==> src/rtl/ps2_pkg.sv <==
// ps2_pkg: shared types and constants for the PS/2 set-2 key decoder.
//   ps2_state_t  - prefix FSM state (idle, after F0, after E0, after E0 F0)
//   BREAK_CODE   - 8'hF0 break prefix
//   EXT_CODE     - 8'hE0 extended-key prefix
//   LSHIFT_CODE  - 8'h12 left shift make code
//   RSHIFT_CODE  - 8'h59 right shift make code
//   ERR_CHAR     - 8'h78 ('x') pushed for unmapped make codes
package ps2_pkg;

    typedef enum logic [1:0] {
        StIdle,
        StBreak,
        StExt,
        StExtBreak
    } ps2_state_t;

    localparam logic [7:0] BREAK_CODE  = 8'hF0;
    localparam logic [7:0] EXT_CODE    = 8'hE0;
    localparam logic [7:0] LSHIFT_CODE = 8'h12;
    localparam logic [7:0] RSHIFT_CODE = 8'h59;
    localparam logic [7:0] ERR_CHAR    = 8'h78;

    // True for bytes the FSM consumes itself rather than looking up.
    function automatic logic is_control(input logic [7:0] code);
        return (code == BREAK_CODE) || (code == EXT_CODE) ||
               (code == LSHIFT_CODE) || (code == RSHIFT_CODE);
    endfunction

endpackage

==> src/rtl/scan_lut.sv <==
// scan_lut: combinational PS/2 set-2 make code to ASCII lookup.
//   code  (in)  scan byte
//   shift (in)  a shift key is held
//   ascii (out) mapped character, 8'h00 when not mapped
//   hit   (out) code maps to a character under the current parameters
// Parameters: HEX_ONLY restricts letters to A-F; LOWERCASE_EN selects
// lowercase letters when shift is not held.
module scan_lut #(
    parameter int unsigned HEX_ONLY     = 0,
    parameter int unsigned LOWERCASE_EN = 1
) (
    input  logic [7:0] code,
    input  logic       shift,
    output logic [7:0] ascii,
    output logic       hit
);

    logic       digit_hit;
    logic [3:0] digit_val;
    logic       letter_hit;
    logic [4:0] letter_idx;
    logic       letter_ok;
    logic [7:0] letter_base;

    always_comb begin
        digit_hit = 1'b1;
        digit_val = 4'd0;
        unique case (code)
            8'h45: digit_val = 4'd0;
            8'h16: digit_val = 4'd1;
            8'h1E: digit_val = 4'd2;
            8'h26: digit_val = 4'd3;
            8'h25: digit_val = 4'd4;
            8'h2E: digit_val = 4'd5;
            8'h36: digit_val = 4'd6;
            8'h3D: digit_val = 4'd7;
            8'h3E: digit_val = 4'd8;
            8'h46: digit_val = 4'd9;
            default: digit_hit = 1'b0;
        endcase
    end

    // letter_idx is the offset from 'A'
    always_comb begin
        letter_hit = 1'b1;
        letter_idx = 5'd0;
        unique case (code)
            8'h1C: letter_idx = 5'd0;
            8'h32: letter_idx = 5'd1;
            8'h21: letter_idx = 5'd2;
            8'h23: letter_idx = 5'd3;
            8'h24: letter_idx = 5'd4;
            8'h2B: letter_idx = 5'd5;
            8'h34: letter_idx = 5'd6;
            8'h33: letter_idx = 5'd7;
            8'h43: letter_idx = 5'd8;
            8'h3B: letter_idx = 5'd9;
            8'h42: letter_idx = 5'd10;
            8'h4B: letter_idx = 5'd11;
            8'h3A: letter_idx = 5'd12;
            8'h31: letter_idx = 5'd13;
            8'h44: letter_idx = 5'd14;
            8'h4D: letter_idx = 5'd15;
            8'h15: letter_idx = 5'd16;
            8'h2D: letter_idx = 5'd17;
            8'h1B: letter_idx = 5'd18;
            8'h2C: letter_idx = 5'd19;
            8'h3C: letter_idx = 5'd20;
            8'h2A: letter_idx = 5'd21;
            8'h1D: letter_idx = 5'd22;
            8'h22: letter_idx = 5'd23;
            8'h35: letter_idx = 5'd24;
            8'h1A: letter_idx = 5'd25;
            default: letter_hit = 1'b0;
        endcase
    end

    always_comb begin
        letter_ok   = letter_hit && ((HEX_ONLY == 0) || (letter_idx < 5'd6));
        letter_base = ((LOWERCASE_EN != 0) && !shift) ? 8'h61 : 8'h41;
        ascii       = 8'h00;
        hit         = 1'b0;
        if (digit_hit) begin
            ascii = 8'h30 + {4'h0, digit_val};
            hit   = 1'b1;
        end else if (letter_ok) begin
            ascii = letter_base + {3'b000, letter_idx};
            hit   = 1'b1;
        end
    end

endmodule

==> src/rtl/ps2_key_decoder.sv <==
// ps2_key_decoder: PS/2 set-2 scan byte stream to ASCII character queue.
//   clk        (in)  clock, rising edge
//   rst_n      (in)  asynchronous active-low reset
//   code_in    (in)  scan byte
//   code_valid (in)  code_in qualifier, one byte per high cycle
//   out_data   (out) character at queue head (8'h00 when empty)
//   out_valid  (out) queue non-empty
//   out_ready  (in)  consumer pop, taken when out_valid && out_ready
//   shift_held (out) either shift key currently held
//   overflow   (out) sticky: a character was dropped on a full queue
//   count      (out) queue occupancy
module ps2_key_decoder
    import ps2_pkg::*;
#(
    parameter int unsigned FIFO_DEPTH   = 8,
    parameter int unsigned HEX_ONLY     = 0,
    parameter int unsigned LOWERCASE_EN = 1,
    parameter int unsigned EMIT_ERR     = 1
) (
    input  logic                          clk,
    input  logic                          rst_n,
    input  logic [7:0]                    code_in,
    input  logic                          code_valid,
    output logic [7:0]                    out_data,
    output logic                          out_valid,
    input  logic                          out_ready,
    output logic                          shift_held,
    output logic                          overflow,
    output logic [$clog2(FIFO_DEPTH):0]   count
);

    localparam int unsigned AW = $clog2(FIFO_DEPTH);
    localparam int unsigned CW = AW + 1;

    ps2_state_t state_q;
    logic       lshift_q;
    logic       rshift_q;

    logic [7:0] lut_ascii;
    logic       lut_hit;
    logic       push;
    logic [7:0] push_data;
    logic       pop;
    logic       full;
    logic       do_push;

    logic [7:0]    mem [FIFO_DEPTH];
    logic [AW-1:0] wr_ptr_q;
    logic [AW-1:0] rd_ptr_q;
    logic [CW-1:0] count_q;
    logic [CW-1:0] count_d;
    logic          overflow_q;

    assign shift_held = lshift_q | rshift_q;

    scan_lut #(
        .HEX_ONLY     (HEX_ONLY),
        .LOWERCASE_EN (LOWERCASE_EN)
    ) u_scan_lut (
        .code  (code_in),
        .shift (shift_held),
        .ascii (lut_ascii),
        .hit   (lut_hit)
    );

    // Prefix FSM and shift tracking; only moves on valid bytes.
    always_ff @(posedge clk or negedge rst_n) begin
        if (!rst_n) begin
            state_q  <= StIdle;
            lshift_q <= 1'b0;
            rshift_q <= 1'b0;
        end else if (code_valid) begin
            unique case (state_q)
                StIdle: begin
                    if (code_in == BREAK_CODE) begin
                        state_q <= StBreak;
                    end else if (code_in == EXT_CODE) begin
                        state_q <= StExt;
                    end else if (code_in == LSHIFT_CODE) begin
                        lshift_q <= 1'b1;
                    end else if (code_in == RSHIFT_CODE) begin
                        rshift_q <= 1'b1;
                    end
                end
                StBreak: begin
                    state_q <= StIdle;
                    if (code_in == LSHIFT_CODE) lshift_q <= 1'b0;
                    if (code_in == RSHIFT_CODE) rshift_q <= 1'b0;
                end
                StExt: begin
                    state_q <= (code_in == BREAK_CODE) ? StExtBreak : StIdle;
                end
                StExtBreak: begin
                    state_q <= StIdle;
                end
                default: state_q <= StIdle;
            endcase
        end
    end

    // Only plain make codes seen from idle produce characters.
    always_comb begin
        push      = 1'b0;
        push_data = ERR_CHAR;
        if (code_valid && (state_q == StIdle) && !is_control(code_in)) begin
            if (lut_hit) begin
                push      = 1'b1;
                push_data = lut_ascii;
            end else if (EMIT_ERR != 0) begin
                push = 1'b1;
            end
        end
    end

    assign out_valid = (count_q != '0);
    assign pop       = out_valid && out_ready;
    assign full      = (count_q == CW'(FIFO_DEPTH));
    // A pop in the same cycle frees the slot, so a full queue still accepts.
    assign do_push   = push && (!full || pop);

    always_comb begin
        count_d = count_q;
        if (do_push && !pop) begin
            count_d = count_q + CW'(1);
        end else if (!do_push && pop) begin
            count_d = count_q - CW'(1);
        end
    end

    always_ff @(posedge clk or negedge rst_n) begin
        if (!rst_n) begin
            wr_ptr_q   <= '0;
            rd_ptr_q   <= '0;
            count_q    <= '0;
            overflow_q <= 1'b0;
        end else begin
            count_q <= count_d;
            if (do_push) wr_ptr_q <= wr_ptr_q + AW'(1);
            if (pop)     rd_ptr_q <= rd_ptr_q + AW'(1);
            if (push && full && !pop) overflow_q <= 1'b1;
        end
    end

    // Storage needs no reset; out_data is gated by out_valid.
    always_ff @(posedge clk) begin
        if (do_push) mem[wr_ptr_q] <= push_data;
    end

    assign out_data = out_valid ? mem[rd_ptr_q] : 8'h00;
    assign overflow = overflow_q;
    assign count    = count_q;

endmodule

==> config.mk <==
export PLATFORM = sky130hd
export DESIGN_NAME = ps2_key_decoder
export DESIGN_NICKNAME = d
export VERILOG_FILES = /design/src/rtl/ps2_pkg.sv /design/src/rtl/scan_lut.sv /design/src/rtl/ps2_key_decoder.sv
export SDC_FILE = /design/constraint.sdc
export NUM_CORES = 1
export LEC_CHECK = 0
export ABC_CLOCK_PERIOD_IN_PS = 2900
export CAP_MARGIN = 20
export CELL_PAD_IN_SITES_DETAIL_PLACEMENT = 0
export CELL_PAD_IN_SITES_GLOBAL_PLACEMENT = 1
export CORE_AREA = 2 2 113 115
export CTS_CLUSTER_DIAMETER = 40
export DETAILED_ROUTE_END_ITERATION = 10
export DIE_AREA = 0 0 115 117
export HOLD_SLACK_MARGIN = 0.06
export PLACE_DENSITY = 0.74
export SETUP_SLACK_MARGIN = 0.1
export SLEW_MARGIN = 20
export SYNTH_ARGS = -nofsm -noshare
export SYNTH_HDL_FRONTEND = slang
export SYNTH_SLANG_ARGS = --single-unit
==> constraint.sdc <==
create_clock -name clk -period 2.9 [get_ports clk]
set_clock_uncertainty 0.15 [all_clocks]
set_input_delay 0.29 -clock clk [delete_from_list [all_inputs] [get_ports clk]]
set_output_delay 0.29 -clock clk [all_outputs]
set_load 0.01 [all_outputs]
==> Yosys cells after proc, flatten, opt, wreduce, memory -nomap -nowiden <==
Memories as Yosys holds them, arrays and structs flattened.
Index checks and enable logic that the tools add are counted.
{ "classes": {"reduce_logical": 26, "eq_ne": 52, "bitwise_logic": 1, "n_addsub": 6, "muxes": 32} }
{ "ops": {"columns": ["operator", "count"], "rows": [
  ["$eq A8 B6 Y1 const B", 22],
  ["$pmux W5 S25", 1],
  ["$eq A8 B5 Y1 const B", 8],
  ["$eq A8 B7 Y1 const B", 8],
  ["$mux W8", 5],
  ["$pmux W4 S9", 1],
  ["$reduce_or A26 Y1", 1],
  ["$eq A8 B8 Y1 const B", 2],
  ["$mux W1", 16],
  ["$ne A2 B2 Y1 const B", 7],
  ["$reduce_or A10 Y1", 1],
  ["$add A8 B5 Y8", 1],
  ["$logic_and A1 B1 Y1", 8],
  ["$mux W4", 2],
  ["$add A6 B4 Y7 const A", 1],
  ["$reduce_and A7 Y1", 1],
  ["$add A3 B1 Y3 const B", 2],
  ["$mux W2", 3],
  ["$mux W6", 1],
  ["$pmux W2 S3", 1],
  ["$reduce_and A6 Y1", 1],
  ["$add A4 B1 Y4 const B", 1],
  ["$eq A2 B2 Y1 const B", 2],
  ["$eq A4 B4 Y1 const B", 1],
  ["other kinds (12)", 20]
]} }
{ "totals": {"regBits": 15, "input_bits": 12, "mem_bits_rw": 64, "out_inout_bits": 15, "memories": 1, "word_cells": 125} }
{ "memory_table": {"columns": ["memory", "depth", "word_bits", "read_ports", "rd_clocked_by_memory_dff", "write_ports", "line_no", "source"], "rows": [
  ["mem", 8, 8, 1, 0, 1, "ps2_key_decoder.sv:47", "logic [7:0] mem [FIFO_DEPTH];"]
]} }

==> Longest topological paths before layout <==
Gate-level depths: netlist (run 1).
{ "logic_depth": {"ltp_word": 12, "mapped_depth": 14, "mapped_depth_nobuf": 12} }

==> By module <==
Synthesis (run 1) repeated with hierarchy kept, for this count alone.
{ "hier_totals": {"hier_cells": 324, "area_unflattened_um2": 4292.9} }
{ "modules_own_cells": {"columns": ["mod", "seq_area_each_um2", "instances", "cells_each", "area_per_inst_um2"], "rows": [
  ["ps2_key_decoder", 2297.2, 1, 188, 3397.0],
  ["scan_lut", 0.0, 1, 136, 895.9]
]} }

==> Least setup slack after synthesis (run 1) <==
OpenSTA, ideal clock, no wires.
{ "synth_path": {"path_kind": "input port to flip-flop", "from": "input code_in[2]", "to": "memory mem[0][1], data pin", "arrival_time_ns": 2.591, "cell_stages": 10, "setup_ns": 0.277, "t_required_ns": 2.473, "path_buffers": 2, "setup_slack_ns": -0.118, "path_cell_list": "buf_4 -> clkbuf_1 -> nand3b_1 -> o32ai_1 -> a21oi_1 -> or3b_4 -> or3_1 -> ha_1 -> a32oi_1 -> a211oi_1"} }
{ "synth_via": {"elab_chain_len": 7, "elab_cells_between_ends": 59, "cone_classes": "add/sub (2); eq/ne (40); mux (10); reduce/logical (7)"} }
{ "synth_lines": {"columns": ["item", "line_no", "source"], "rows": [
  ["start: declaration", "ps2_key_decoder.sv:22", "input logic [7:0] code_in,"],
  ["$eq A8 B5 Y1 (tied with other cells)", "scan_lut.sv:47", "unique case (code)"],
  ["$pmux W5 S25 (tied with other cells)", "scan_lut.sv:47", null],
  ["$add A8 B5 Y8 (tied with other cells)", "scan_lut.sv:87", "ascii = letter_base + {3'b000, letter_idx};"],
  ["$mux W8 (tied with other cells)", "scan_lut.sv:86", "end else if (letter_ok) begin"],
  ["$mux W8 (tied with other cells)", "scan_lut.sv:83", "if (digit_hit) begin"],
  ["$mux W8 / $logic_and A1 B1 Y1 (equally long branches)", "ps2_key_decoder.sv:106, ps2_key_decoder.sv:105", null],
  ["$mux W8 (*)", "ps2_key_decoder.sv:105", "if (code_valid && (state_q == StIdle) && !is_control(code_in)) begin"],
  ["named net push_data[1]", "ps2_key_decoder.sv:42", "logic [7:0] push_data;"],
  ["end: declaration", "ps2_key_decoder.sv:47", null]
]} }
Mark *: on every way through the listed nets, which the timed path passes. The rest lies on a longest branch.

==> Final worst setup path (run 1) <==
{ "layout_path": {"from": "input code_in[1]", "to": "memory mem[7][2], data pin"} }
Same word-level chain as after synthesis.

==> flow_summary.toml, run 1 <==
[outcome]
status = "finished, final reports clean"

[place]
dpl.cell_count = 559
dp_hpwl_um = 7110
placed_cell_area_um2 = 5260
portBuffers = 26
place.gp.congestion = 0.969

[worst_setup_path]
rr_endpoint = "count[3]"
crit_type = "in2reg"
r2r_cells = 12
crit_fanout = 8
crit_end = "mem[7][2]"
path_cells = "clkdlybuf4s15_1 > buf_4 > or4b_4 > a21oi_2 > or3b_4 > or3_1 > ha_2 > mux2_4 > a221oi_4"
cp.depth = 9
r2r_start = "state_q[1]"
crit_path_end_kind = "flip-flop"
cp_data_required_time_ns = 2.86
ff2ff_setup_slack_ns = 0.24
setup.worst_path.start = "code_in[1]"
cp.arrival_ns = 2.66
start_kind = "primary input"
cpLargestDelayFamily = "simple AND/OR/NAND/NOR gates"
crit_buf_inv = 2
max_stage_delay_ns = 0.39
crit_slowest_cell = "or3_1"

[route]
drtAntennaViolNets = 0
firstDrtPassIters = 4
wirelength_um = 10100
drc = 0
post_drt_wl_per_cell_um = 17.1
vias = 3045
vias_per_cell = 5.15
drt_iter0_drc = 149

[finish]
instances_no_fill = 591
post-route-util_pct = 46.6
num-nets-final = 455
area_growth_pct = 36.2
drive_above_1_share_pct = 38.5
diodes = 0
stdcell_area_um2 = 5740

[power]
comb_power_share_pct = 36.6
switchingPower_mw = 1.25
swShare_pct = 30.4
p_leak_nw = 2.16
power_density_nw_per_um2 = 717
seq_power_share_pct = 39.7
vdd_drop_max_v = 0.000311
clkPwrFrac_pct = 23.7
intPower_mw = 2.86

[clock_tree]
worstSkewPairLatency_ns = 0.33
cts_buffer_depth = 2
numCtsBuffers = 9
cts_tree = "done"
cts.sinks = 79
clk_pin_slew_ns = 0.05
cts_hold_buf = 0
cts_max_level = 3
cts_root_buf = "clkbuf_16"

[sta]
setup_viol = 0
timing.fmax_mhz = 370
min_period_over_period_pct = 93.1
whs_ns = 0.232
drv_slew = 0
relSlewSlack_pct = 52.9
hold_viol = 0
rsz0062_at_grt = "true"
worst_pin_slew_ns = 0.705
period_needed_ns = 2.70

[yosys]
synth_common_cells = "edfxtp_1 (64), nor2_1 (23), mux4_2 (16), nand2_1 (16), dfrtp_1 (15)"
synth-seq-area-share_pct = 54.6
synth_warnings = 0
synth_area_leaders = "edfxtp_1 (46%), dfrtp_1 (8.9%), mux4_2 (8.6%)"
synthArstFlopShare_pct = 19.0
syn_area_um2 = 4210
synthDistinctLibCells = 69
yosys.cell_count.top_type = "edfxtp_1"
syn_area_per_cell_um2 = 13.4
netlist.area_leader.share_pct = 45.6
synth_top_area_cell = "edfxtp_1"
synthFlopType = "edfxtp_1"
synth-seq-cells = 79
synth-edff-count = 64
syn_inst = 314

[floorplanning]
core_um2 = 12300
die_x_um = 115
floorplan.initialDensity_pct = 34.2
die_h_um = 117
die-area_um2 = 13500
pin_count = 27
rows = 41

[global_route]
grt_pass1_vias = 3019
grt_max_degree = 19
gr-total-overflow = 0
grt_pass1_wl_um = 16200
globalRouteTotalUtil_pct = 16.1
antenna_found_initial = 0

[flow_run]
drv_cap = 0

[worst_hold_path]
hp-class = "in2async"
-- per-layer routing --
metal / up-vias / global-route usage [%] / part of all wire, %
met2: 60 / 27.6 / 52
met4: 0 / 8.03 / 2.5
met3: 19 / 1.96 / 3.2
met5: - / 0 / 0
met1: 1503 / 20.2 / 42
li1: 1463 / - / -
-- final cells by class --
type / instances / area (µm²)
clock buffer: 11 / 233
timing repair buffer: 123 / 1000
clock inverter: 5 / 25.0
multi-input combinational: 220 / 1980
fill: 1107 / 6580
sequential: 79 / 2300
tap: 150 / 188
inverter: 3 / 11.3
-- worst min-delay path by stage --
stage / from / endpoint / depth (start not counted)
6_report: rst_n / count[2] / 1
5_1_grt: rst_n / count[2] / 1
4_1_cts: rst_n / count[2] / 1
3_5_place_dp: overflow / overflow / 1
3_3_place_gp: overflow / overflow / 1
2_1_floorplan: rst_n / count[0] / 0
-- kinds of logic after synthesis --
family	after synthesis	share of synthesized area [%]
buffers and inverters	22	2.79
muxes	29	11.8
AOI/OAI and AO/OA	46	8.32
and+or+nand+nor	119	17.9
DFF	79	54.6
other	1	0.0891
adders and majority gates	7	2.26
xor gates and xnor gates	11	2.29
-- repair_timing --
item / CTS / global route
hold endpoints to repair: 0 / 0
resized for setup: 30 / 18
pin swaps: 6 / 3
setup buffers: 15 / 1
gates cloned: 1 / 0
setup endpoints to repair: 53 / 18
-- metrics by stage --
| step | TNS [ns] | setup slack [ns] | power [mW] |
|---|---|---|---|
| 6_report | 0 | 0.200 | 4.11 |
| 5_1_grt | 0 | 0.0476 | 4.34 |
| 4_1_cts | 0 | 0.108 | 4.17 |
| 3_5_place_dp | -30.81 | -0.494 | 3.17 |
| 3_3_place_gp | -23.22 | -0.432 | 3.13 |
| 2_1_floorplan | 0 | 0.101 | 2.49 |
-- power groups by stage --
stage          Combinational (mW)  Clock, mW  Sequential [mW]
2_1_floorplan               0.934          0             1.56
3_3_place_gp                 1.48          0             1.65
3_5_place_dp                 1.51          0             1.66
4_1_cts                      1.53      0.999             1.64
5_1_grt                      1.64       1.04             1.66
6_report                     1.50      0.974             1.63
-- cells in the final DEF (no fill, tap or decap), types with 4 or more instances in the layout --
cell type	count
mux4_2	16
nand2b_1	12
nor3_1	7
ha_1	4
buf_4	89
mux2i_1	9
conb_1	8
nor2_1	22
edfxtp_1	64
nor2b_1	8
xnor2_1	8
clkbuf_16	9
nand2_1	16
o21ai_0	5
o32ai_1	4
clkdlybuf4s50_1	18
a21oi_1	8
dfrtp_1	14
clkbuf_2	4
buf_6	7
nand3_1	6
-- sequential cells by signal, indices dropped and copies added, names as in the netlist --
| signal | flops |
|---|---|
| state_q | 2 |
| lshift_q | 1 |
| wr_ptr_q | 3 |
| rd_ptr_q | 3 |
| rshift_q | 1 |
| count | 4 |
| mem | 64 |
| overflow | 1 |
Note: power is estimated with default switching activity, not from simulation.
==> run 2: changes to the inputs <==
- MAX_ROUTING_LAYER: unset -> met4
==> flow_summary.toml, run 2 (synthesis gave the netlist of run 1 again) <==
[worst_setup_path]
r2r_cells = 12
path_cells = "dlygate4sd2_1 > buf_6 > nand3b_1 > o32ai_2 > a21oi_1 > or3b_4 > or3_1 > ha_2 > mux2_4 > a221oi_4"
start_kind = "primary input"
cp_data_required_time_ns = 2.86
cp.arrival_ns = 2.67
setup.worst_path.start = "code_in[3]"
r2r_start = "state_q[1]"
crit_path_end_kind = "flip-flop"
crit_fanout = 8
max_stage_delay_ns = 0.41
crit_type = "in2reg"
crit_slowest_cell = "or3b_4"

[power]
intPower_mw = 2.96
comb_power_share_pct = 36.0
vdd_drop_max_v = 0.000350
switchingPower_mw = 1.28
seq_power_share_pct = 38.7
swShare_pct = 30.2
p_leak_nw = 2.21
clkPwrFrac_pct = 25.4
power_density_nw_per_um2 = 725

[sta]
tns_ns = 0
min_period_over_period_pct = 93.4
worst_pin_slew_ns = 0.709
period_needed_ns = 2.71
worst_slack_ns = 0.190
relSlewSlack_pct = 52.6
hold_viol = 0
drv_slew = 0
setup_viol = 0
timing.fmax_mhz = 369
rsz0062_at_grt = "false"

[place]
dpl.cell_count = 559
dp_worst_setup_slack_ns = -0.608
place.gp.congestion = 0.928
dp_hpwl_um = 7090
placed_cell_area_um2 = 5260
portBuffers = 26

[finish]
num-nets-final = 461
stdcell_area_um2 = 5840
drive_above_1_share_pct = 40.7
instances_no_fill = 597
area_growth_pct = 38.6
regMostFlops = "mem"
final_cell_mix = "buf_4 (93), edfxtp_1 (64), nor2_1 (22)"
diodes = 0
final_common_cell = "buf_4"
largest_reg_flops = 64
post-route-util_pct = 47.4

[global_route]
grt_max_degree = 19
grt_pass1_vias = 3123
antenna_found_initial = 0
globalRouteTotalUtil_pct = 16.0
gr-total-overflow = 0
grt_pass1_wl_um = 15900

[route]
drtAntennaViolNets = 0
firstDrtPassIters = 4
vias_per_cell = 5.20
wirelength_um = 10000
vias = 3107
post_drt_wl_per_cell_um = 16.8
drt_iter0_drc = 154
drc = 0

[floorplanning]
core_um2 = 12300
die_x_um = 115
die-area_um2 = 13500
pin_count = 27
rows = 41
floorplan.initialDensity_pct = 34.2
die_h_um = 117

[clock_tree]
worstSkewPairLatency_ns = 0.33
cts_buffer_depth = 2
numCtsBuffers = 9
cts_max_level = 3
clk_pin_slew_ns = 0.06
cts_root_buf = "clkbuf_16"
cts.sinks = 79
cts_hold_buf = 0
cts_tree = "done"

[worst_hold_path]
hp-class = "in2reg"
hold_start = "code_valid"
min_path_cells = 2

[flow_run]
drv_cap = 0

[outcome]
status = "finished, final reports clean"
run 2: cell count changes in the layout (fill, tap and decap cells not counted), moves of 2 or more:
| cell | delta |
|---|---|
| or3b_1 | -2 |
| clkinvlp_4 | +2 |
| clkinv_2 | -2 |
| or3b_4 | +2 |
| buf_4 | +4 |
| buf_6 | +2 |
| clkbuf_1 | -2 |
run 2: per-stage QoR:
step	hold slack [ns]	total power [mW]
global placement	0.325	3.13
finish	0.121	4.23
detailed placement	0.325	3.17
global route	0.148	4.46
CTS	0.245	4.29
floorplan	-0.156	2.49
run 2: worst paths after layout:
check / to / slack [ns]
worst max-delay path: mem[4][2] / 0.19
max in group asynchronous: rd_ptr_q[1] / 1.88
worst max register to register: count[3] / 0.31
worst min-delay path: state_q[1] / 0.12
worst min register to register: overflow / 0.33
min in group asynchronous: rd_ptr_q[2] / 0.23
run 2: power groups by stage:
stage	Combinational [mW]	Clock, mW	Sequential [mW]
finish	1.52	1.07	1.64
global route	1.65	1.14	1.66
CTS	1.54	1.11	1.64
detailed placement	1.51	0	1.66
global placement	1.48	0	1.65
floorplan	0.934	0	1.56
run 2: routing by layer:
metal | GRT usage [%] | share of wire, %
met3 | 2.68 | 3.3
met1 | 18.7 | 43
met2 | 27.7 | 52
met4 | 5.86 | 1.5
met5 | - | 0
run 2: final cells by class:
class | count | area, µm²
Inverter | 3 | 11.3
Tap cell | 150 | 188
Sequential cell | 79 | 2300
Fill cell | 1106 | 6470
Clock buffer | 9 | 225
Clock inverter | 7 | 63.8
Timing Repair Buffer | 129 | 1050
Multi-Input combinational cell | 220 | 2000
run 2: critical path, delay by kind of cell:
kind | cells | cell delay, ns
buffers and inverters | 2 | 0.40
and+or+nand+nor | 3 | 0.88
AOI/OAI and AO/OA | 3 | 0.62
adders and majority gates | 1 | 0.19
muxes | 1 | 0.27
run 2: repair_timing:
item                                    4_1_cts  5_1_grt
resized for setup                            36       21
pin swaps                                     8       12
buffers inserted                             18        3
endpoints found under the hold margin         0        0
endpoints found under the setup margin       62       25
cloned                                        1        0
==> run 3: changes to the inputs <==
- CORE_AREA: 2 2 113 115 -> 2 2 99 101
- CTS_BUF_LIST: unset -> sky130_fd_sc_hd__clkbuf_4 sky130_fd_sc_hd__clkbuf_8
- DIE_AREA: 0 0 115 117 -> 0 0 101 103
- PLACE_DENSITY: 0.74 -> 0.89
==> flow_summary.toml, run 3 (synthesis gave the netlist of run 1 again) <==
[worst_setup_path]
path_cells = "dlygate4sd2_1 > buf_6 > or4b_4 > or3_4 > nand2_2 > or3_1 > ha_2 > nand3_1 > mux2_4 > a221oi_4 > buf_6"
max_stage_delay_ns = 0.53
crit_top_cell = "buf_6"
cp.arrival_ns = 2.78
start_kind = "primary input"
crit_path_end_kind = "flip-flop"
cp_data_required_time_ns = 2.96
cpLargestDelayFamily = "simple AND/OR/NAND/NOR gates"
crit_type = "in2reg"
crit_slowest_cell = "or4b_4"
crit_buf_inv = 3
crit_fanout = 8

[route]
drtAntennaViolNets = 0
drc = 0
firstDrtPassIters = 5
wirelength_um = 9250
drt_iter0_drc = 149
post_drt_wl_per_cell_um = 17.3
vias_per_cell = 5.55
vias = 2969

[outcome]
status = "finished, final reports clean"

[clock_tree]
cts_tree = "done"
numCtsBuffers = 9
cts_max_level = 3
cts.sinks = 79
worstSkewPairLatency_ns = 0.34
clk_pin_slew_ns = 0.08
cts_hold_buf = 0
cts_root_buf = "clkbuf_8"
cts_buffer_depth = 2

[finish]
drive_above_1_share_pct = 34.7
final_common_cell = "buf_4"
instances_no_fill = 535
post-route-util_pct = 57.4
area_growth_pct = 29.0
regMostFlops = "mem"
num-nets-final = 435
largest_reg_flops = 64
fillCellCount = 772
diodes = 0
final_cell_mix = "buf_4 (71), edfxtp_1 (64), nor2_1 (23)"

[place]
dp_hpwl_um = 6760
dp_worst_setup_slack_ns = -0.497
portBuffers = 26
dpl.cell_count = 511
place.gp.congestion = 0.888

[floorplanning]
floorplan.initialDensity_pct = 44.5
rows = 36
core_um2 = 9460
die_x_um = 101
die_h_um = 103
pin_count = 27
die-area_um2 = 10400

[power]
p_leak_nw = 2.04
vdd_drop_max_v = 0.000419
power_density_nw_per_um2 = 714

[sta]
timing.fmax_mhz = 367
worst_slack_ns = 0.179
relSlewSlack_pct = 52.2
worst_pin_slew_ns = 0.714
period_needed_ns = 2.72
whs_ns = 0.219
rsz0062_at_grt = "true"
hold_viol = 0
tns_ns = 0
min_period_over_period_pct = 93.8
drv_slew = 0
setup_viol = 0

[global_route]
globalRouteTotalUtil_pct = 19.5
gr-total-overflow = 0
grt_pass1_vias = 2896
grt_max_degree = 19
grt_pass1_wl_um = 14900
antenna_found_initial = 0

[flow_run]
drv_cap = 0

[worst_hold_path]
hp-class = "in2async"
-- run 3: final timing paths --
| kind | from | slack (ns) | to | depth (start not counted) |
|---|---|---|---|---|
| worst max-delay path | code_in[7] | 0.18 | mem[0][2] | 11 |
| worst min-delay path | rst_n | 0.22 | lshift_q | 1 |
| worst max register to register | state_q[1] | 0.29 | count[3] | 12 |
| worst min register to register | overflow | 0.33 | overflow | 1 |
| max in group asynchronous | rst_n | 1.89 | rd_ptr_q[1] | 1 |
| min in group clk | code_in[4] | 0.32 | state_q[0] | 4 |
-- run 3: what timing repair did --
action | in CTS | in global routing
resized for setup | 19 | 10
endpoints found under the hold margin | 0 | 0
buffers inserted | 6 | 2
pin swaps | 4 | 3
cloned | 0 | 0
endpoints found under the setup margin | 51 | 44
-- run 3: cell type report --
cell class / count / area, µm² / share of cell area, %
clock buffer: 10 / 138 / 2.53
clock inverter: 6 / 57.6 / 1.06
inverter: 3 / 11.3 / 0.207
multi-input combinational: 220 / 1940 / 35.6
sequential: 79 / 2300 / 42.3
tap: 114 / 143 / 2.63
timing repair buffer: 103 / 848 / 15.6
-- run 3: worst register-to-register path: cells and delay by family, from the launching register on --
kind / cells / cell delay, ns
simple gates: 4 / 0.69
fa+ha+maj: 2 / 0.38
compound gates: 3 / 0.56
buf+inv: 1 / 0.04
flops: 1 / 0.41
xor+xnor: 2 / 0.26
-- run 3: layer usage --
| layer | vias to the layer above | GRT usage [%] | share of wire [%] |
|---|---|---|---|
| met5 | - | - | 0 |
| met4 | 0 | 7.28 | 1.5 |
| met3 | 12 | 2.37 | 3.5 |
| met2 | 59 | 33.7 | 53 |
| met1 | 1470 | 23.5 | 42 |
| li1 | 1428 | - | - |
-- run 3: where the power goes --
group	internal (mW)	switching [mW]	total (mW)
sequential	1.42	0.206	1.62
clock	0.418	0.383	0.801
combinational	0.832	0.623	1.45
total	2.67	1.21	3.88
-- run 3: per-stage QoR --
step | total power [mW] | instance area [µm²]
finish | 3.88 | 5430
global route | 4.10 | 5430
CTS | 3.91 | 5410
detailed placement | 3.11 | 5110
global placement | 3.06 | 5110
floorplan | 2.49 | 4310
